<file path="src/rtl/fpga_scope_pkg.sv">
// Shared FSM state type and ADC frame constants for the FPGA scope.
// Imported by fpga_scope_top; no ports.
package fpga_scope_pkg;

  typedef enum logic [2:0] {
    S_AMP,
    S_IDLE,
    S_CONV,
    S_READ,
    S_OUT
  } state_t;

  localparam int ADC_FRAME_BITS = 34;
  localparam int ADC_A_FIRST    = 3;
  localparam int ADC_A_LAST     = 16;

  localparam logic [7:0] DEF_AMP_GAIN = 8'h11;

endpackage

</file>
<file path="src/rtl/clk_divider.sv">
// Clock-enable divider: one-clk tick every DIV cycles while en is high.
// Ports: clk, rst (sync, active high), en (low holds count at 0), tick.
module clk_divider #(
  parameter int DIV = 4
) (
  input  logic clk,
  input  logic rst,
  input  logic en,
  output logic tick
);

  localparam int W = (DIV > 1) ? $clog2(DIV) : 1;

  logic [W-1:0] cnt;

  assign tick = en && (cnt == W'(DIV - 1));

  always_ff @(posedge clk) begin
    if (rst || !en) begin
      cnt <= '0;
    end else if (tick) begin
      cnt <= '0;
    end else begin
      cnt <= cnt + 1'b1;
    end
  end

endmodule

</file>
<file path="src/rtl/fpga_scope_top.sv">
// FPGA scope top: sends LTC6912 gain once after reset, then loops
// LTC1407A conversions and shows sample A [13:6] on ledy.
// Ports: clk, rst (sync, active high), AMP_DOUT (unused), AD_DOUT,
//   TXD, SPI_MOSI, AMP_CS, SPI_SCK, AD_CONV, AMP_SHDN, ledy[7:0].
// Build option: SCOPE_UART_EN adds an 8N1 UART echo of ledy on TXD.
module fpga_scope_top
  import fpga_scope_pkg::*;
#(
  parameter int         SPI_DIV    = 4,
  parameter logic [7:0] AMP_GAIN   = DEF_AMP_GAIN,
  parameter int         SAMPLE_DIV = 1000,
  parameter int         BAUD_DIV   = 434
) (
  input  logic       clk,
  input  logic       rst,
  input  logic       AMP_DOUT,
  input  logic       AD_DOUT,
  output logic       TXD,
  output logic       SPI_MOSI,
  output logic       AMP_CS,
  output logic       SPI_SCK,
  output logic       AD_CONV,
  output logic       AMP_SHDN,
  output logic [7:0] ledy
);

  localparam int SW = (SAMPLE_DIV > 1) ? $clog2(SAMPLE_DIV) : 1;

  state_t        state;
  logic [5:0]    bit_cnt;
  logic          sck;
  logic          mosi;
  logic          amp_cs;
  logic          ad_conv;
  logic [13:0]   sample;
  logic [SW-1:0] samp_cnt;
  logic          tick;
  logic          div_en;
  logic          rise;
  logic          fall;
  logic [2:0]    amp_bit;
  logic          uart_idle;
  logic          unused_amp_dout;

  assign unused_amp_dout = AMP_DOUT;

  assign div_en = (state == S_AMP)
               || (state == S_CONV)
               || (state == S_READ);

  clk_divider #(
    .DIV (SPI_DIV)
  ) u_div (
    .clk  (clk),
    .rst  (rst),
    .en   (div_en),
    .tick (tick)
  );

  assign rise = tick && !sck;
  assign fall = tick && sck;

  // MSB first; on a fall the next bit is presented.
  assign amp_bit = ~(bit_cnt[2:0] + {2'b00, fall});

  always_ff @(posedge clk) begin
    if (rst) begin
      state    <= S_AMP;
      bit_cnt  <= '0;
      sck      <= 1'b0;
      mosi     <= 1'b0;
      amp_cs   <= 1'b1;
      ad_conv  <= 1'b0;
      sample   <= '0;
      samp_cnt <= '0;
      ledy     <= '0;
    end else begin
      if (tick) begin
        sck <= ~sck;
      end else if (!div_en) begin
        sck <= 1'b0;
      end
      // Saturating, so the conversion rate spans the whole frame.
      if (samp_cnt != SW'(SAMPLE_DIV - 1)) begin
        samp_cnt <= samp_cnt + 1'b1;
      end
      unique case (state)
        S_AMP: begin
          amp_cs <= 1'b0;
          mosi   <= AMP_GAIN[amp_bit];
          if (fall) begin
            if (bit_cnt == 6'd7) begin
              amp_cs  <= 1'b1;
              mosi    <= 1'b0;
              bit_cnt <= '0;
              state   <= S_IDLE;
            end else begin
              bit_cnt <= bit_cnt + 1'b1;
            end
          end
        end
        S_IDLE: begin
          mosi   <= 1'b0;
          amp_cs <= 1'b1;
          if (samp_cnt == SW'(SAMPLE_DIV - 1)
              && uart_idle) begin
            samp_cnt <= '0;
            ad_conv  <= 1'b1;
            state    <= S_CONV;
          end
        end
        S_CONV: begin
          if (fall) begin
            ad_conv <= 1'b0;
            bit_cnt <= '0;
            state   <= S_READ;
          end
        end
        S_READ: begin
          // bit_cnt is the number of rises already seen.
          if (rise) begin
            bit_cnt <= bit_cnt + 1'b1;
            if (bit_cnt >= 6'(ADC_A_FIRST - 1)
                && bit_cnt <= 6'(ADC_A_LAST - 1)) begin
              sample <= {sample[12:0], AD_DOUT};
            end
          end else if (fall
              && bit_cnt == 6'(ADC_FRAME_BITS)) begin
            state <= S_OUT;
          end
        end
        S_OUT: begin
          ledy    <= sample[13:6];
          bit_cnt <= '0;
          state   <= S_IDLE;
        end
        default: state <= S_AMP;
      endcase
    end
  end

`ifdef SCOPE_UART_EN
  localparam int BW = (BAUD_DIV > 1) ? $clog2(BAUD_DIV) : 1;

  logic          tx_busy;
  logic          txd;
  logic [BW-1:0] baud_cnt;
  logic [3:0]    tx_idx;
  logic [7:0]    tx_shift;

  assign uart_idle = !tx_busy;
  assign TXD       = txd;

  // tx_idx 0 is the start bit, 1..8 data, 9 stop.
  always_ff @(posedge clk) begin
    if (rst) begin
      tx_busy  <= 1'b0;
      txd      <= 1'b1;
      baud_cnt <= '0;
      tx_idx   <= '0;
      tx_shift <= '0;
    end else if (state == S_OUT) begin
      tx_busy  <= 1'b1;
      txd      <= 1'b0;
      baud_cnt <= '0;
      tx_idx   <= '0;
      tx_shift <= sample[13:6];
    end else if (tx_busy) begin
      if (baud_cnt == BW'(BAUD_DIV - 1)) begin
        baud_cnt <= '0;
        if (tx_idx == 4'd9) begin
          tx_busy <= 1'b0;
        end else begin
          tx_idx   <= tx_idx + 1'b1;
          txd      <= tx_shift[0];
          tx_shift <= {1'b1, tx_shift[7:1]};
        end
      end else begin
        baud_cnt <= baud_cnt + 1'b1;
      end
    end
  end
`else
  assign uart_idle = 1'b1;
  assign TXD       = 1'b1;
`endif

  assign SPI_MOSI = mosi;
  assign AMP_CS   = amp_cs;
  assign SPI_SCK  = sck;
  assign AD_CONV  = ad_conv;
  assign AMP_SHDN = 1'b0;

endmodule

</file>
<file path="config.mk">
export PLATFORM = sky130hd
export DESIGN_NAME = fpga_scope_top
export DESIGN_NICKNAME = d
export VERILOG_FILES = /design/src/rtl/fpga_scope_pkg.sv /design/src/rtl/clk_divider.sv /design/src/rtl/fpga_scope_top.sv
export SDC_FILE = /design/constraint.sdc
export NUM_CORES = 1
export LEC_CHECK = 0
export ABC_AREA = 1
export CAP_MARGIN = 0
export CORE_ASPECT_RATIO = 1.25
export CORE_UTILIZATION = 35
export CTS_CLUSTER_SIZE = 25
export DETAILED_ROUTE_END_ITERATION = 8
export MAX_ROUTING_LAYER = met4
export SYNTH_ARGS = -nofsm -noshare
export SYNTH_HDL_FRONTEND = slang
export SYNTH_SLANG_ARGS = --single-unit
export TNS_END_PERCENT = 20
</file>
<file path="constraint.sdc">
create_clock -name clk -period 1.7 [get_ports clk]
set_input_delay 0.17 -clock clk [delete_from_list [all_inputs] [get_ports clk]]
set_output_delay 0.17 -clock clk [all_outputs]
set_load 0.01 [all_outputs]
</file>
Word-level counts from Yosys, hierarchy flattened
Memories as Yosys holds them, arrays and structs flattened.
Cells that the tools add are included.
Widths: inputs -> output; s select.
- reduce and logical (&&, ||, !) cells: 19
- order comparisons: 3
- div/mod/pow operators: 0
- add/subtract/negate cells: 4
- multiply operators: 0
- bitwise logic cells: 2
- shifts and indexed selects: 0
- mux-type cells: 27
- eq/ne operators: 17
- operators with widths (operator ; number):
    $mux 10 ; 3
    $mux 6 ; 4
    $pmux 6 s4 ; 1
    $mux 3 ; 6
    $pmux 3 s5 ; 1
    $ne 2x2->1 const B ; 6
    $add 10x1->10 const B ; 1
    $eq 10x10->1 const B ; 1
    $ne 10x10->1 const B ; 1
    $mux 1 ; 9
    $add 6x1->6 const B ; 1
    $eq 3x2->1 const B ; 2
    $eq 6x3->1 const B ; 1
    $eq 6x6->1 const B ; 1
    $ge 6x2->1 const B ; 1
    $le 6x4->1 const B ; 1
    $pmux 1 s2 ; 3
    $reduce_and 3->1 ; 2
    $reduce_and 6->1 ; 1
    $logic_and 1x1->1 ; 5
    $lt 3x4->1 const B ; 1
    $ne 2x1->1 const B ; 2
    $reduce_and 4->1 ; 1
    $reduce_bool 2->1 ; 2
    12 further kinds ; 15
- bits in read-only memories: 8
- input port bits: 4
- word-level logic and storage cells: 83
- bits in latches: 0
- memories kept: 1
- output and inout port bits: 14
- RAM bits: 0
- flip-flop bits (word level): 47
- memory list (name ; depth ; width ; read ports ; clocked after memory_dff ; wr ports ; RTL line ; source):
    (name not given) ; 8 ; 1 ; 1 ; 0 ; 0 ; fpga_scope_top.sv:90 ; mosi <= AMP_GAIN[amp_bit];

Depth between registers and ports, before layout
Gate-level depths: netlist of run 1.
- word-level depth: 12
- gate-level depth with buffers: 10
- mapped depth without buffers: 9

Hierarchy
A second synthesis of run 1 with hierarchy kept.
- cells, all modules: 305
- area total of the unflattened synthesis: 2195.9 um^2
- modules (own cells, without submodules) (module ; area an instance (um^2) ; sequential area each (um^2) ; cells an instance ; times used):
    fpga_scope_top ; 2107.0 ; 900.9 ; 294 ; 1
    clk_divider ; 88.8 ; 40.0 ; 11 ; 1

Least setup slack after synthesis of run 1
No wires, ideal clock.
- path type: flip-flop to flip-flop
- start: reg samp_cnt[0]
- end: reg state[1]
- cell stages (with the launch flop): 9
- required time: 1582 ps
- library setup time: 118 ps
- data arrival time: 1266 ps
- slack: 316 ps
- path buffers: 0
- period minus slack after synthesis: 1384 ps
- cell sequence: dfxtp_1 -> ha_1 -> nand2_1 -> nor2_1 -> nand3_1 -> nand2_1 -> nand3_1 -> nor3_1 -> nor2_1
- word-level cells in the longest chain between the ends: 3
- RTL lines (element ; RTL line ; source):
    start: declaration ; fpga_scope_top.sv:36 ; logic [SW-1:0] samp_cnt;
    start signal: assignment ; fpga_scope_top.sv:85 ; samp_cnt <= samp_cnt + 1'b1;
    $eq 10x10->1 ; fpga_scope_top.sv:105 ; if (samp_cnt == SW'(SAMPLE_DIV - 1)
    $ne 2x2->1 (no source line) ; n/a ;
    $reduce_and 6->1 (no source line) ; n/a ;
    end signal: assignment ; fpga_scope_top.sv:109 ; state <= S_CONV;
    end signal: assignment ; fpga_scope_top.sv:116 ; state <= S_READ;
    end signal: assignment ; fpga_scope_top.sv:129 ; state <= S_OUT;
    end: declaration ; fpga_scope_top.sv:29 ; state_t state;
No other way between the ends.
A chain may end at the register's enable or synchronous reset.

Final worst setup path of run 1
- start: reg bit_cnt[1]
- end: reg state[0]
- word-level cells in the longest chain between the ends: 4
- elaborated cells on any way between the ends: 6
- those cells by class: eq/ne (4); reduce/logical (2)
- RTL lines (element ; RTL line ; source):
    start: declaration ; fpga_scope_top.sv:30 ; logic [5:0] bit_cnt;
    start signal: assignment ; fpga_scope_top.sv:98 ; bit_cnt <= bit_cnt + 1'b1;
    start signal: assignment ; fpga_scope_top.sv:122 ; bit_cnt <= bit_cnt + 1'b1;
    $eq 6x6->1 ; fpga_scope_top.sv:128 ; && bit_cnt == 6'(ADC_FRAME_BITS)) begin
    $logic_and 1x1->1 ; fpga_scope_top.sv:128 ;
    $ne 2x1->1 (no source line) ; n/a ;
    $reduce_and 6->1 (no source line) * ; n/a ;
    end signal: assignment ; fpga_scope_top.sv:129 ;
    end signal: assignment ; fpga_scope_top.sv:135 ; state <= S_IDLE;
    end signal: assignment ; fpga_scope_top.sv:137 ; default: state <= S_AMP;
Mark *: on every way between the ends. The rest lies on a longest branch, timed or not.

==> flow_results.xml, run 1 <==
<?xml version="1.0" encoding="UTF-8"?>
<metrics>
  <group name="power_and_ir_drop">
    <metric name="switching_share" unit="%">30.84</metric>
    <metric name="peakVddDrop" unit="mV">0.5605</metric>
    <metric name="power_per_cell_area" unit="mW/mm^2">1082</metric>
    <metric name="internal-power" unit="mW">1.860</metric>
    <metric name="comb_power_share" unit="%">22.6</metric>
    <metric name="switching_power_total" unit="mW">0.8292</metric>
    <metric name="leakagePower" unit="nW">1.073</metric>
    <metric name="power.sequential.fraction" unit="%">46.4</metric>
    <metric name="clock_power_share" unit="%">30.9</metric>
  </group>
  <group name="synthesis">
    <metric name="syn-mean-instance-area" unit="sq um">7.302</metric>
    <metric name="mapped_cell_area" unit="sq mm">0.002140</metric>
    <metric name="yosys.area.top_type" unit="">sky130_fd_sc_hd__dfxtp_1</metric>
    <metric name="synth-async-reset-ratio" unit="%">0</metric>
    <metric name="ys_types" unit="">34</metric>
    <metric name="synth_top_family_by_area" unit="">simple AND/OR/NAND/NOR gates</metric>
    <metric name="post_synth_mux_area_share" unit="%">0.4678</metric>
    <metric name="postSynthNetCount" unit="">302</metric>
    <metric name="synth-seq-area-share" unit="%">43.98</metric>
    <metric name="share_of_the_synthesized_area_in_compound_gates_ao_oa_aoi_oai" unit="%">14.09</metric>
    <metric name="synthesis.instances" unit="">293</metric>
    <metric name="yosys.area.top_type_share" unit="%">43.98</metric>
    <metric name="synthTopCellsByArea" unit="">sky130_fd_sc_hd__dfxtp_1, sky130_fd_sc_hd__nor2_1, sky130_fd_sc_hd__nand2_1</metric>
    <metric name="post_synth_xor_area_fraction" unit="%">1.637</metric>
    <metric name="synthFlopType" unit="">sky130_fd_sc_hd__dfxtp_1</metric>
    <metric name="number_of_enable_flip_flop_cells_after_synthesis" unit="">0</metric>
    <metric name="synth-simple-area-share" unit="%">28.77</metric>
    <metric name="post_synth_fa_ha_maj_area_fraction" unit="%">2.924</metric>
    <metric name="synth.yosys.warnings" unit="">0</metric>
    <metric name="synth-seq-cells" unit="">47</metric>
  </group>
  <group name="routing">
    <metric name="drt_wl_total" unit="microns">4039</metric>
    <metric name="drt-vias-per-instance" unit="">4.513</metric>
    <metric name="drc" unit="">0</metric>
    <metric name="drt_first_pass_iters" unit="">4</metric>
    <metric name="via_count" unit="">1769</metric>
    <metric name="drt-initial-drc-count" unit="">67</metric>
    <metric name="per_cell_routed_wire_length" unit="microns">10.30</metric>
    <metric name="ant_nets" unit="">0</metric>
  </group>
  <group name="critical_path">
    <metric name="end_kind" unit="">flip-flop</metric>
    <metric name="worst_ep_required_time" unit="ns">1.95</metric>
    <metric name="startpoint_type" unit="">flip-flop</metric>
    <metric name="criticalPathCategory" unit="">reg2reg</metric>
    <metric name="regToRegStartpoint" unit="">bit_cnt[1]$_SDFFE_PP0P_</metric>
    <metric name="worstPathMaxFanout" unit="">6</metric>
    <metric name="startpoint" unit="">bit_cnt[1]$_SDFFE_PP0P_</metric>
    <metric name="worst_ep_arrival_time" unit="ns">1.77</metric>
  </group>
  <group name="cells_and_area">
    <metric name="layout.cells.most_common" unit="">sky130_fd_sc_hd__nor2_1</metric>
    <metric name="commonest_non_fill_non_tap_cells_in_the_layout" unit="">sky130_fd_sc_hd__nor2_1, sky130_fd_sc_hd__dfxtp_1, sky130_fd_sc_hd__nand2_1</metric>
    <metric name="finalNetCount" unit="">318</metric>
    <metric name="instances_no_fill" unit="">392</metric>
    <metric name="multi_input_comb_area" unit="sq mm">0.001037</metric>
    <metric name="postLayoutCoreUtil" unit="%">42.43</metric>
    <metric name="antenna_cells" unit="">0</metric>
    <metric name="drive_gt1_share" unit="%">9.677</metric>
    <metric name="layout-area-overhead-vs-synth" unit="%">16.14</metric>
    <metric name="n_fill_cell" unit="">628</metric>
    <metric name="seq_area" unit="sq um">940.9</metric>
    <metric name="postLayoutCellArea" unit="sq mm">0.002485</metric>
  </group>
  <group name="global_routing">
    <metric name="gr-usage-met1" unit="%">18.31</metric>
    <metric name="grt_pass1_wl" unit="microns">7120</metric>
    <metric name="top_usage_layer" unit="">met2</metric>
    <metric name="grt_pass1_vias" unit="">1570</metric>
    <metric name="global_routing_usage_on_met2" unit="%">23.67</metric>
    <metric name="track_usage" unit="%">14.73</metric>
    <metric name="globalRouteOverflowTotal" unit="">0</metric>
    <metric name="grt_max_degree" unit="">26</metric>
    <metric name="use_met3" unit="%">2.706</metric>
    <metric name="grt_antenna_before_repair" unit="">0</metric>
  </group>
  <group name="outcome">
    <metric name="outcome" unit="">completed</metric>
  </group>
  <group name="sta">
    <metric name="fin_tns_setup" unit="ns">0</metric>
    <metric name="setup_repair_after_global_routing_missed_its_margin" unit="">no</metric>
    <metric name="post-route-min-period" unit="ns">1.524</metric>
    <metric name="period_share" unit="%">89.65</metric>
    <metric name="timing.clock.skew" unit="ns">0.006041</metric>
    <metric name="drv_slew" unit="">0</metric>
    <metric name="final_critical_path_setup_slack" unit="ns">0.1759</metric>
    <metric name="timing.final.setup_violations" unit="">0</metric>
    <metric name="worst_pin_slew" unit="ns">0.5243</metric>
    <metric name="timing_hold_violations_final" unit="">0</metric>
    <metric name="clock.fmax" unit="MHz">656.1</metric>
    <metric name="slew-limit-headroom" unit="%">64.72</metric>
  </group>
  <group name="place">
    <metric name="port-buffer-count" unit="">14</metric>
    <metric name="placedCellCount" unit="">384</metric>
    <metric name="place_area" unit="sq mm">0.002364</metric>
    <metric name="finalWeightedCongestion" unit="">0.8359</metric>
    <metric name="dp_hpwl" unit="microns">2924</metric>
    <metric name="placement.setup.worst_slack" unit="ns">0.1062</metric>
  </group>
  <group name="clock_network">
    <metric name="worst_skew_pair.late_latency" unit="ns">0.30</metric>
    <metric name="cts_buffer_depth" unit="">2</metric>
    <metric name="clock_sinks" unit="">47</metric>
    <metric name="total_cts_buffers" unit="">5</metric>
    <metric name="cts_hold_repair.buffers" unit="">0</metric>
    <metric name="tritoncts" unit="">yes</metric>
    <metric name="cts.htree.levels" unit="">2</metric>
    <metric name="cts.repair_timing.setup_buffer_count" unit="">0</metric>
    <metric name="worst_setup_hold_path_clk_slew" unit="ns">0.09</metric>
    <metric name="cts_root_buf" unit="">sky130_fd_sc_hd__clkbuf_8</metric>
  </group>
  <group name="job">
    <metric name="maxCapViolCount" unit="">0</metric>
  </group>
  <group name="min_path">
    <metric name="holdCritStartpoint" unit="">u_div.cnt[0]$_SDFF_PP0_</metric>
    <metric name="worst_hold_path_type" unit="">reg2reg</metric>
  </group>
  <group name="floorplanning">
    <metric name="initial_utilization" unit="%">36.53</metric>
    <metric name="core_area" unit="sq mm">0.005857</metric>
    <metric name="fp.dieW" unit="microns">71.93</metric>
    <metric name="top_level_ports" unit="">18</metric>
    <metric name="floorplan.die_area" unit="sq mm">0.006432</metric>
    <metric name="floorplan.die.height" unit="microns">89.42</metric>
    <metric name="core.rowCount" unit="">31</metric>
  </group>
</metrics>
==> worst max-delay path: stages, from the launching register on <==
cell	delay, ns
sky130_fd_sc_hd__dfxtp_1	0.42
sky130_fd_sc_hd__ha_1	0.21
sky130_fd_sc_hd__nand2_1	0.07
sky130_fd_sc_hd__inv_1	0.06
sky130_fd_sc_hd__nand3_1	0.12
sky130_fd_sc_hd__o21bai_4	0.21
sky130_fd_sc_hd__nand3_1	0.09
sky130_fd_sc_hd__o21bai_1	0.17
sky130_fd_sc_hd__nand2_1	0.07
sky130_fd_sc_hd__inv_1	0.05
==> registers in the layout, summed over array words and instances, names as in the netlist <==
register and count:
AD_CONV 1, AMP_CS 1, SPI_MOSI 1, SPI_SCK 1
bit_cnt 6, ledy 8, samp_cnt 10, sample 14
state 3, u_div.cnt 2
==> logic make-up (layout without fill, tap and decap cells) <==
family                     count (synthesis)  in the layout
buffers and inverters                     38             55
DFF                                       47             47
xor gates and xnor gates                   4              4
other                                      2              2
AOI/OAI and AO/OA                         55             55
and+or+nand+nor                          141            141
adders and majority gates                  5              5
muxes                                      1              1
==> area by class of cell <==
| cell class | instances | share of cell area, % |
|---|---|---|
| clock buffer | 5 | 2.769 |
| clock inverter | 3 | 1.913 |
| inverter | 30 | 4.532 |
| multi-input combinational | 208 | 41.74 |
| sequential | 47 | 37.87 |
| tap | 82 | 4.129 |
| timing repair buffer | 17 | 7.049 |
==> metal layers <==
layer / vias up / share of wire, %
met2: 28 / 48
met4: 0 / 2.2
met1: 771 / 47
met5: - / 0
li1: 963 / -
met3: 7 / 3.0
==> synthesized netlist by cell type (2+ instances only) <==
| cell | instances |
|---|---|
| sky130_fd_sc_hd__inv_1 | 22 |
| sky130_fd_sc_hd__nor3_1 | 4 |
| sky130_fd_sc_hd__nand2_1 | 40 |
| sky130_fd_sc_hd__nand2_2 | 3 |
| sky130_fd_sc_hd__dfxtp_1 | 47 |
| sky130_fd_sc_hd__nor2_1 | 73 |
| sky130_fd_sc_hd__clkbuf_1 | 3 |
| sky130_fd_sc_hd__conb_1 | 2 |
| sky130_fd_sc_hd__ha_1 | 5 |
| sky130_fd_sc_hd__nand3_1 | 13 |
| sky130_fd_sc_hd__o21ai_1 | 14 |
| sky130_fd_sc_hd__buf_4 | 2 |
| sky130_fd_sc_hd__xnor2_1 | 2 |
| sky130_fd_sc_hd__inv_2 | 8 |
| sky130_fd_sc_hd__buf_6 | 2 |
| sky130_fd_sc_hd__a21oi_1 | 17 |
| sky130_fd_sc_hd__o21ai_0 | 18 |
| sky130_fd_sc_hd__xor2_1 | 2 |
==> power groups by stage <==
stage / Sequential (mW) / Clock (mW) / Combinational (mW)
after detailed placement: 1.27 / 0 / 0.611
final: 1.25 / 0.832 / 0.609
after floorplan: 1.27 / 0 / 0.478
after global routing: 1.26 / 0.918 / 0.687
after CTS: 1.25 / 0.861 / 0.614
after global placement: 1.27 / 0 / 0.605
==> per-stage QoR <==
step | hold slack (ns) | total power, mW
floorplan | 0.3049 | 1.743
global placement | 0.4089 | 1.876
detailed placement | 0.4140 | 1.884
CTS | 0.4339 | 2.724
global route | 0.4555 | 2.869
finish | 0.4338 | 2.689
==> final timing paths <==
path                        endpoint  slack [ns]  cells after the start
min          u_div.cnt[0]$_SDFF_PP0_        0.43                      1
max            state[0]$_SDFFE_PP0P_        0.18                      9
min reg2reg  u_div.cnt[0]$_SDFF_PP0_        0.43                      1
max reg2reg    state[0]$_SDFFE_PP0P_        0.18                      9
==> what timing repair did <==
action,in CTS,in global routing
gates resized for setup,0,1
setup endpoints to repair,0,8
endpoints found under the hold margin,0,0
(Power assumes the default switching activity.)
==> run 2, diff against run 1 <==
- CORE_UTILIZATION: 35 -> 50
- PLACE_DENSITY: default -> 0.7
==> run 2 against run 1 <==
Effect of this change: utilization increased by 17 points; first-iteration DRC count increased by 61%; routed wire length increased by 0.47%; global-route usage increased by 6.2 points; cell area decreased by 2.0%; clock-buffer cell count increased by 1; non-clock buffer count increased by 1; sequential power about the same; combinational power increased by 2%; register-to-register slack about the same; worst setup slack got worse by 0.015 ns; largest cell class unchanged.
==> flow_results.xml, run 2 (synthesized netlist as in run 1, its figures left out) <==
<?xml version="1.0" encoding="UTF-8"?>
<metrics>
  <group name="floorplanning">
    <metric name="floorplan.die_area" unit="sq mm">0.004546</metric>
    <metric name="core_area" unit="sq mm">0.004099</metric>
    <metric name="initial_utilization" unit="%">52.20</metric>
    <metric name="top_level_ports" unit="">18</metric>
    <metric name="floorplan.die.height" unit="microns">75.14</metric>
    <metric name="core.rowCount" unit="">26</metric>
    <metric name="fp.dieW" unit="microns">60.51</metric>
  </group>
  <group name="job">
    <metric name="maxCapViolCount" unit="">0</metric>
  </group>
  <group name="sta">
    <metric name="clock.fmax" unit="MHz">649.9</metric>
    <metric name="fin_tns_setup" unit="ns">0</metric>
    <metric name="period_share" unit="%">90.51</metric>
    <metric name="final_critical_path_setup_slack" unit="ns">0.1612</metric>
    <metric name="slew-limit-headroom" unit="%">66.76</metric>
    <metric name="drv_slew" unit="">0</metric>
    <metric name="fin_hold_ws" unit="ns">0.4256</metric>
    <metric name="worst_pin_slew" unit="ns">0.4941</metric>
    <metric name="timing_hold_violations_final" unit="">0</metric>
    <metric name="timing.clock.skew" unit="ns">0.005199</metric>
    <metric name="timing.final.setup_violations" unit="">0</metric>
    <metric name="setup_repair_after_global_routing_missed_its_margin" unit="">no</metric>
    <metric name="post-route-min-period" unit="ns">1.539</metric>
  </group>
  <group name="critical_path">
    <metric name="end_kind" unit="">flip-flop</metric>
    <metric name="worst_ep_required_time" unit="ns">1.93</metric>
    <metric name="worstPathMaxFanout" unit="">6</metric>
    <metric name="criticalPathCategory" unit="">reg2reg</metric>
    <metric name="startpoint_type" unit="">flip-flop</metric>
    <metric name="worst_ep_arrival_time" unit="ns">1.77</metric>
  </group>
  <group name="clock_network">
    <metric name="worst_skew_pair.late_latency" unit="ns">0.30</metric>
    <metric name="cts_root_buf" unit="">sky130_fd_sc_hd__clkbuf_8</metric>
    <metric name="cts_buffer_depth" unit="">2</metric>
    <metric name="cts_hold_repair.buffers" unit="">0</metric>
    <metric name="total_cts_buffers" unit="">5</metric>
    <metric name="clock_sinks" unit="">47</metric>
    <metric name="worst_setup_hold_path_clk_slew" unit="ns">0.08</metric>
    <metric name="tritoncts" unit="">yes</metric>
    <metric name="cts.htree.levels" unit="">2</metric>
  </group>
  <group name="cells_and_area">
    <metric name="instances_no_fill" unit="">366</metric>
    <metric name="largest_registers" unit="">sample (14), samp_cnt (10), ledy (8)</metric>
    <metric name="layout.cells.most_common" unit="">sky130_fd_sc_hd__nor2_1</metric>
    <metric name="postLayoutCellArea" unit="sq mm">0.002436</metric>
    <metric name="max_flop_register" unit="">sample</metric>
    <metric name="drive_gt1_share" unit="%">10.00</metric>
    <metric name="largest_reg_flops" unit="">14</metric>
    <metric name="finalNetCount" unit="">319</metric>
    <metric name="layout-area-overhead-vs-synth" unit="%">13.86</metric>
    <metric name="commonest_non_fill_non_tap_cells_in_the_layout" unit="">sky130_fd_sc_hd__nor2_1, sky130_fd_sc_hd__dfxtp_1, sky130_fd_sc_hd__nand2_1</metric>
    <metric name="antenna_cells" unit="">0</metric>
    <metric name="postLayoutCoreUtil" unit="%">59.43</metric>
  </group>
  <group name="place">
    <metric name="placedCellCount" unit="">358</metric>
    <metric name="finalWeightedCongestion" unit="">0.8351</metric>
    <metric name="placement.setup.worst_slack" unit="ns">0.1217</metric>
    <metric name="port-buffer-count" unit="">14</metric>
    <metric name="dp_hpwl" unit="microns">2928</metric>
    <metric name="place_area" unit="sq mm">0.002331</metric>
  </group>
  <group name="global_routing">
    <metric name="grt_pass1_wl" unit="microns">6948</metric>
    <metric name="grt_pass1_vias" unit="">1615</metric>
    <metric name="track_usage" unit="%">20.91</metric>
    <metric name="globalRouteOverflowTotal" unit="">0</metric>
    <metric name="grt_max_degree" unit="">30</metric>
    <metric name="grt_antenna_before_repair" unit="">0</metric>
  </group>
  <group name="min_path">
    <metric name="worst_hold_path_type" unit="">reg2reg</metric>
  </group>
  <group name="routing">
    <metric name="drc" unit="">0</metric>
    <metric name="drt-initial-drc-count" unit="">108</metric>
    <metric name="drt-vias-per-instance" unit="">5.022</metric>
    <metric name="via_count" unit="">1838</metric>
    <metric name="drt_wl_total" unit="microns">4058</metric>
    <metric name="drt_first_pass_iters" unit="">4</metric>
    <metric name="per_cell_routed_wire_length" unit="microns">11.09</metric>
    <metric name="ant_nets" unit="">0</metric>
  </group>
  <group name="outcome">
    <metric name="outcome" unit="">completed</metric>
  </group>
  <group name="power_and_ir_drop">
    <metric name="power" unit="mW">2.542</metric>
    <metric name="power_per_cell_area" unit="mW/mm^2">1043</metric>
    <metric name="peakVddDrop" unit="mV">0.7107</metric>
    <metric name="leakagePower" unit="nW">1.068</metric>
  </group>
</metrics>
[run 2: changes by cell type in the layout (fill, tap and decap cells not counted)]
cell                        change
sky130_fd_sc_hd__buf_4          +1
sky130_fd_sc_hd__bufinv_16      -1
sky130_fd_sc_hd__clkbuf_8       +1
sky130_fd_sc_hd__clkinv_2       +1
sky130_fd_sc_hd__clkinv_4       -1
sky130_fd_sc_hd__inv_6          -1
sky130_fd_sc_hd__nor3_1         -1
sky130_fd_sc_hd__nor3_2         +1
[run 2: worst paths after layout]
kind	from	endpoint	slack (ns)	cells after the start
max	bit_cnt[1]$_SDFFE_PP0P_	state[1]$_SDFFE_PP0P_	0.16	9
min	u_div.cnt[0]$_SDFF_PP0_	u_div.cnt[0]$_SDFF_PP0_	0.43	1
max reg2reg	bit_cnt[1]$_SDFFE_PP0P_	state[1]$_SDFFE_PP0P_	0.16	9
min reg2reg	u_div.cnt[0]$_SDFF_PP0_	u_div.cnt[0]$_SDFF_PP0_	0.43	1
[run 2: repair_timing]
item | in CTS | in global routing
endpoints found under the hold margin | 0 | 0
gates resized for setup | 0 | 2
buffers inserted | 0 | 1
endpoints found under the setup margin | 0 | 9
[run 2: power by group]
group	leakage [nW]	switching, mW	internal [mW]
combinational	0.641	0.382	0.240
clock	0.0470	0.356	0.319
sequential	0.380	0.0676	1.18
[run 2: routing by layer]
metal / wire (microns) / GRT usage, % / part of all wire, %
met5: 0 / - / 0
met2: 2106 / 36.02 / 52
met3: 86 / 5.155 / 2.1
met4: 43 / 6.818 / 1.1
met1: 1822 / 23.44 / 45
[run 2: final cells by class]
type                            count  area [sq um]
Fill cell                         411          1663
Multi-Input combinational cell    208          1042
Sequential cell                    47         940.9
Timing Repair Buffer               18         182.7
Inverter                           30         112.6
Clock buffer                        6         82.58
Tap cell                           56         70.07
Clock inverter                      1         5.005
[run 2: worst max-delay path: stages, from the launching register on]
cell	delay (ns)
sky130_fd_sc_hd__dfxtp_1	0.42
sky130_fd_sc_hd__ha_1	0.22
sky130_fd_sc_hd__nand2_1	0.08
sky130_fd_sc_hd__inv_1	0.06
sky130_fd_sc_hd__nand3_1	0.14
sky130_fd_sc_hd__o21bai_4	0.22
sky130_fd_sc_hd__nand2_2	0.09
sky130_fd_sc_hd__o21ai_1	0.12
sky130_fd_sc_hd__nand2_1	0.06
sky130_fd_sc_hd__nor2_1	0.08
==> run 3, diff against run 2 <==
- SYNTH_HIERARCHICAL: default -> 1
==> run 3 against run 2 <==
Effect of this change: die area increased by 2.6%; global-route usage rose by 0.13 points; largest power group unchanged; clock skew increased by 0.00063 ns; highest routed layer unchanged; cell area grew 7.4%; flip-flop and latch count unchanged; register-to-register slack worse by 0.03 ns; total power decreased by 27%; critical endpoint is now SPI_MOSI$_SDFFE_PP0P_; clock-buffer cell count is 1 lower; hold slack worse by 0.0059 ns; sequential power shrank 9.6%.
==> flow_results.xml, run 3 <==
<?xml version="1.0" encoding="UTF-8"?>
<metrics>
  <group name="routing">
    <metric name="per_cell_routed_wire_length" unit="microns">11.17</metric>
    <metric name="ant_nets" unit="">0</metric>
    <metric name="drt_first_pass_iters" unit="">4</metric>
    <metric name="via_count" unit="">1951</metric>
    <metric name="drc" unit="">0</metric>
    <metric name="drt-vias-per-instance" unit="">5.028</metric>
    <metric name="drt_wl_total" unit="microns">4334</metric>
    <metric name="drt-initial-drc-count" unit="">122</metric>
  </group>
  <group name="critical_path">
    <metric name="criticalPathCategory" unit="">reg2reg</metric>
    <metric name="worstPathMaxFanout" unit="">5</metric>
    <metric name="startpoint_type" unit="">flip-flop</metric>
    <metric name="end_kind" unit="">flip-flop</metric>
    <metric name="worst_ep_arrival_time" unit="ns">1.80</metric>
    <metric name="worst_ep_required_time" unit="ns">1.93</metric>
  </group>
  <group name="place">
    <metric name="placement.setup.worst_slack" unit="ns">0.03083</metric>
    <metric name="port-buffer-count" unit="">14</metric>
    <metric name="place_area" unit="sq mm">0.002457</metric>
    <metric name="dp_hpwl" unit="microns">3015</metric>
    <metric name="finalWeightedCongestion" unit="">0.9276</metric>
  </group>
  <group name="synthesis">
    <metric name="synth.yosys.warnings" unit="">6</metric>
    <metric name="ys_types" unit="">27</metric>
    <metric name="yosys.area.top_type_share" unit="%">42.85</metric>
    <metric name="postSynthNetCount" unit="">315</metric>
    <metric name="synth-async-reset-ratio" unit="%">0</metric>
    <metric name="synthesis.instances" unit="">305</metric>
    <metric name="syn-mean-instance-area" unit="sq um">7.200</metric>
    <metric name="synth.top_cells.by_count" unit="">sky130_fd_sc_hd__nand2_1, sky130_fd_sc_hd__dfxtp_1, sky130_fd_sc_hd__inv_1</metric>
    <metric name="post-synth-top-count-cell" unit="">sky130_fd_sc_hd__nand2_1</metric>
    <metric name="yosys.area.top_type" unit="">sky130_fd_sc_hd__dfxtp_1</metric>
    <metric name="synthTopCellsByArea" unit="">sky130_fd_sc_hd__dfxtp_1, sky130_fd_sc_hd__a21oi_1, sky130_fd_sc_hd__nand2_1</metric>
    <metric name="synth-seq-area-share" unit="%">42.85</metric>
    <metric name="number_of_enable_flip_flop_cells_after_synthesis" unit="">0</metric>
    <metric name="mapped_cell_area" unit="sq mm">0.002196</metric>
    <metric name="synthFlopType" unit="">sky130_fd_sc_hd__dfxtp_1</metric>
    <metric name="synth-seq-cells" unit="">47</metric>
  </group>
  <group name="clock_network">
    <metric name="cts_root_buf" unit="">sky130_fd_sc_hd__clkbuf_8</metric>
    <metric name="cts.htree.levels" unit="">2</metric>
    <metric name="tritoncts" unit="">yes</metric>
    <metric name="clock_sinks" unit="">47</metric>
    <metric name="worst_skew_pair.late_latency" unit="ns">0.29</metric>
    <metric name="total_cts_buffers" unit="">5</metric>
    <metric name="cts_buffer_depth" unit="">2</metric>
    <metric name="worst_setup_hold_path_clk_slew" unit="ns">0.08</metric>
  </group>
  <group name="sta">
    <metric name="setup_repair_after_global_routing_missed_its_margin" unit="">yes</metric>
    <metric name="timing.clock.skew" unit="ns">0.005832</metric>
    <metric name="timing_hold_violations_final" unit="">0</metric>
    <metric name="clock.fmax" unit="MHz">635.7</metric>
    <metric name="timing.final.setup_violations" unit="">0</metric>
    <metric name="fin_hold_ws" unit="ns">0.4196</metric>
    <metric name="period_share" unit="%">92.53</metric>
    <metric name="final_critical_path_setup_slack" unit="ns">0.1270</metric>
    <metric name="fin_tns_setup" unit="ns">0</metric>
    <metric name="post-route-min-period" unit="ns">1.573</metric>
    <metric name="drv_slew" unit="">0</metric>
  </group>
  <group name="min_path">
    <metric name="worst_hold_path_type" unit="">reg2reg</metric>
  </group>
  <group name="power_and_ir_drop">
    <metric name="internal-power" unit="mW">1.436</metric>
    <metric name="power.sequential.fraction" unit="%">60.5</metric>
    <metric name="power_per_cell_area" unit="mW/mm^2">712.5</metric>
    <metric name="switching_share" unit="%">22.98</metric>
    <metric name="comb_power_share" unit="%">4.9</metric>
    <metric name="peakVddDrop" unit="mV">0.4866</metric>
    <metric name="leakagePower" unit="nW">1.112</metric>
    <metric name="clock_power_share" unit="%">34.6</metric>
    <metric name="power" unit="mW">1.865</metric>
    <metric name="switching_power_total" unit="mW">0.4286</metric>
  </group>
  <group name="floorplanning">
    <metric name="core_area" unit="sq mm">0.004164</metric>
    <metric name="top_level_ports" unit="">18</metric>
    <metric name="floorplan.die_area" unit="sq mm">0.004662</metric>
    <metric name="initial_utilization" unit="%">52.73</metric>
    <metric name="core.rowCount" unit="">26</metric>
    <metric name="floorplan.die.height" unit="microns">76.09</metric>
    <metric name="fp.dieW" unit="microns">61.28</metric>
  </group>
  <group name="cells_and_area">
    <metric name="drive_gt1_share" unit="%">14.16</metric>
    <metric name="layout-area-overhead-vs-synth" unit="%">19.20</metric>
    <metric name="largest_reg_flops" unit="">14</metric>
    <metric name="max_flop_register" unit="">sample</metric>
    <metric name="postLayoutCellArea" unit="sq mm">0.002618</metric>
    <metric name="layout.cells.most_common" unit="">sky130_fd_sc_hd__dfxtp_1</metric>
    <metric name="n_fill_cell" unit="">382</metric>
    <metric name="antenna_cells" unit="">0</metric>
    <metric name="finalNetCount" unit="">342</metric>
    <metric name="commonest_non_fill_non_tap_cells_in_the_layout" unit="">sky130_fd_sc_hd__dfxtp_1, sky130_fd_sc_hd__inv_1, sky130_fd_sc_hd__nand2_1</metric>
    <metric name="largest_registers" unit="">sample (14), samp_cnt (10), ledy (8)</metric>
  </group>
  <group name="global_routing">
    <metric name="grt_pass1_vias" unit="">1709</metric>
    <metric name="globalRouteOverflowTotal" unit="">0</metric>
    <metric name="grt_max_degree" unit="">33</metric>
    <metric name="grt_pass1_wl" unit="microns">7369</metric>
    <metric name="grt_antenna_before_repair" unit="">0</metric>
    <metric name="track_usage" unit="%">21.05</metric>
  </group>
  <group name="job">
    <metric name="maxCapViolCount" unit="">0</metric>
  </group>
  <group name="outcome">
    <metric name="outcome" unit="">completed</metric>
  </group>
</metrics>
## run 3: changes by cell type after synthesis, sizes merged, moves of 2 or more
cell | previous run | this run
inv | 30 | 49
nor3 | 4 | 8
nand4 | 3 | 7
xor2 | 2 | 0
or2 | 0 | 2
a21oi | 17 | 40
nor2 | 75 | 33
nand2 | 43 | 51
a31oi | 0 | 2
xnor2 | 2 | 0
o21bai | 2 | 0
o21ai | 33 | 31
## run 3: metal layers
layer | track usage (%) | up-vias | routed length [microns]
met1 | 28.24 | 866 | 2114
met5 | - | - | 0
met4 | 8.636 | 0 | 59
li1 | - | 1037 | -
met3 | 5.093 | 8 | 137
met2 | 29.89 | 40 | 2022
## run 3: kinds of logic after synthesis
kind of cell / share of synthesized area, %
compound gates: 17.78
fa+ha+maj: 3.419
other cells: 0.3420
flops: 42.85
simple gates: 24.67
buf+inv: 10.94
## run 3: layout make-up
type | instances | area [sq um] | share of cell area [%]
Tap cell | 56 | 70.07 | 2.677
Sequential cell | 47 | 943.4 | 36.04
Clock buffer | 5 | 68.82 | 2.629
Timing Repair Buffer | 29 | 287.8 | 10.99
Clock inverter | 2 | 13.76 | 0.5258
Multi-Input combinational cell | 200 | 1050 | 40.11
Inverter | 49 | 183.9 | 7.027
## run 3: worst max-delay path, cell delays in order (launching register included)
cell and delay (ns):
sky130_fd_sc_hd__dfxtp_2 0.33, sky130_fd_sc_hd__inv_2 0.07, sky130_fd_sc_hd__nand2_2 0.06, sky130_fd_sc_hd__nand2_2 0.07, sky130_fd_sc_hd__inv_1 0.05, sky130_fd_sc_hd__nand2_1 0.07, sky130_fd_sc_hd__inv_2 0.06, sky130_fd_sc_hd__nand2_4 0.10
sky130_fd_sc_hd__inv_2 0.05, sky130_fd_sc_hd__ha_1 0.26, sky130_fd_sc_hd__o21ai_0 0.07, sky130_fd_sc_hd__a21oi_1 0.12, sky130_fd_sc_hd__nand3_1 0.08, sky130_fd_sc_hd__a21oi_1 0.14
## run 3: through the flow
step	cells	utilization [%]
5_1_grt	388	62.86
2_1_floorplan	305	-
3_5_place_dp	377	59.01
4_1_cts	384	61.00
6_report	388	62.86
3_3_place_gp	377	59.01
## run 3: repair_timing
action,CTS,global route
resized for setup,0,15
buffers inserted,0,4
hold buffers,0,0
setup endpoints to repair,0,22
## run 3: path summary, 6_finish.rpt
| path | from | end | slack [ns] | depth (start not counted) |
|---|---|---|---|---|
| min reg2reg | u_div/cnt[0]$_SDFF_PP0_ | u_div/cnt[0]$_SDFF_PP0_ | 0.42 | 1 |
| min | u_div/cnt[0]$_SDFF_PP0_ | u_div/cnt[0]$_SDFF_PP0_ | 0.42 | 1 |
| max | state[1]$_SDFFE_PP0P_ | SPI_MOSI$_SDFFE_PP0P_ | 0.13 | 13 |
| max reg2reg | state[1]$_SDFFE_PP0P_ | SPI_MOSI$_SDFFE_PP0P_ | 0.13 | 13 |
## run 3: power groups by stage
stage	Sequential [mW]	Clock, mW	Combinational [mW]
3_3_place_gp	1.15	0	0.0873
2_1_floorplan	1.15	0	0.0607
6_report	1.13	0.645	0.0918
3_5_place_dp	1.15	0	0.0877
5_1_grt	1.13	0.722	0.106
4_1_cts	1.13	0.671	0.0879
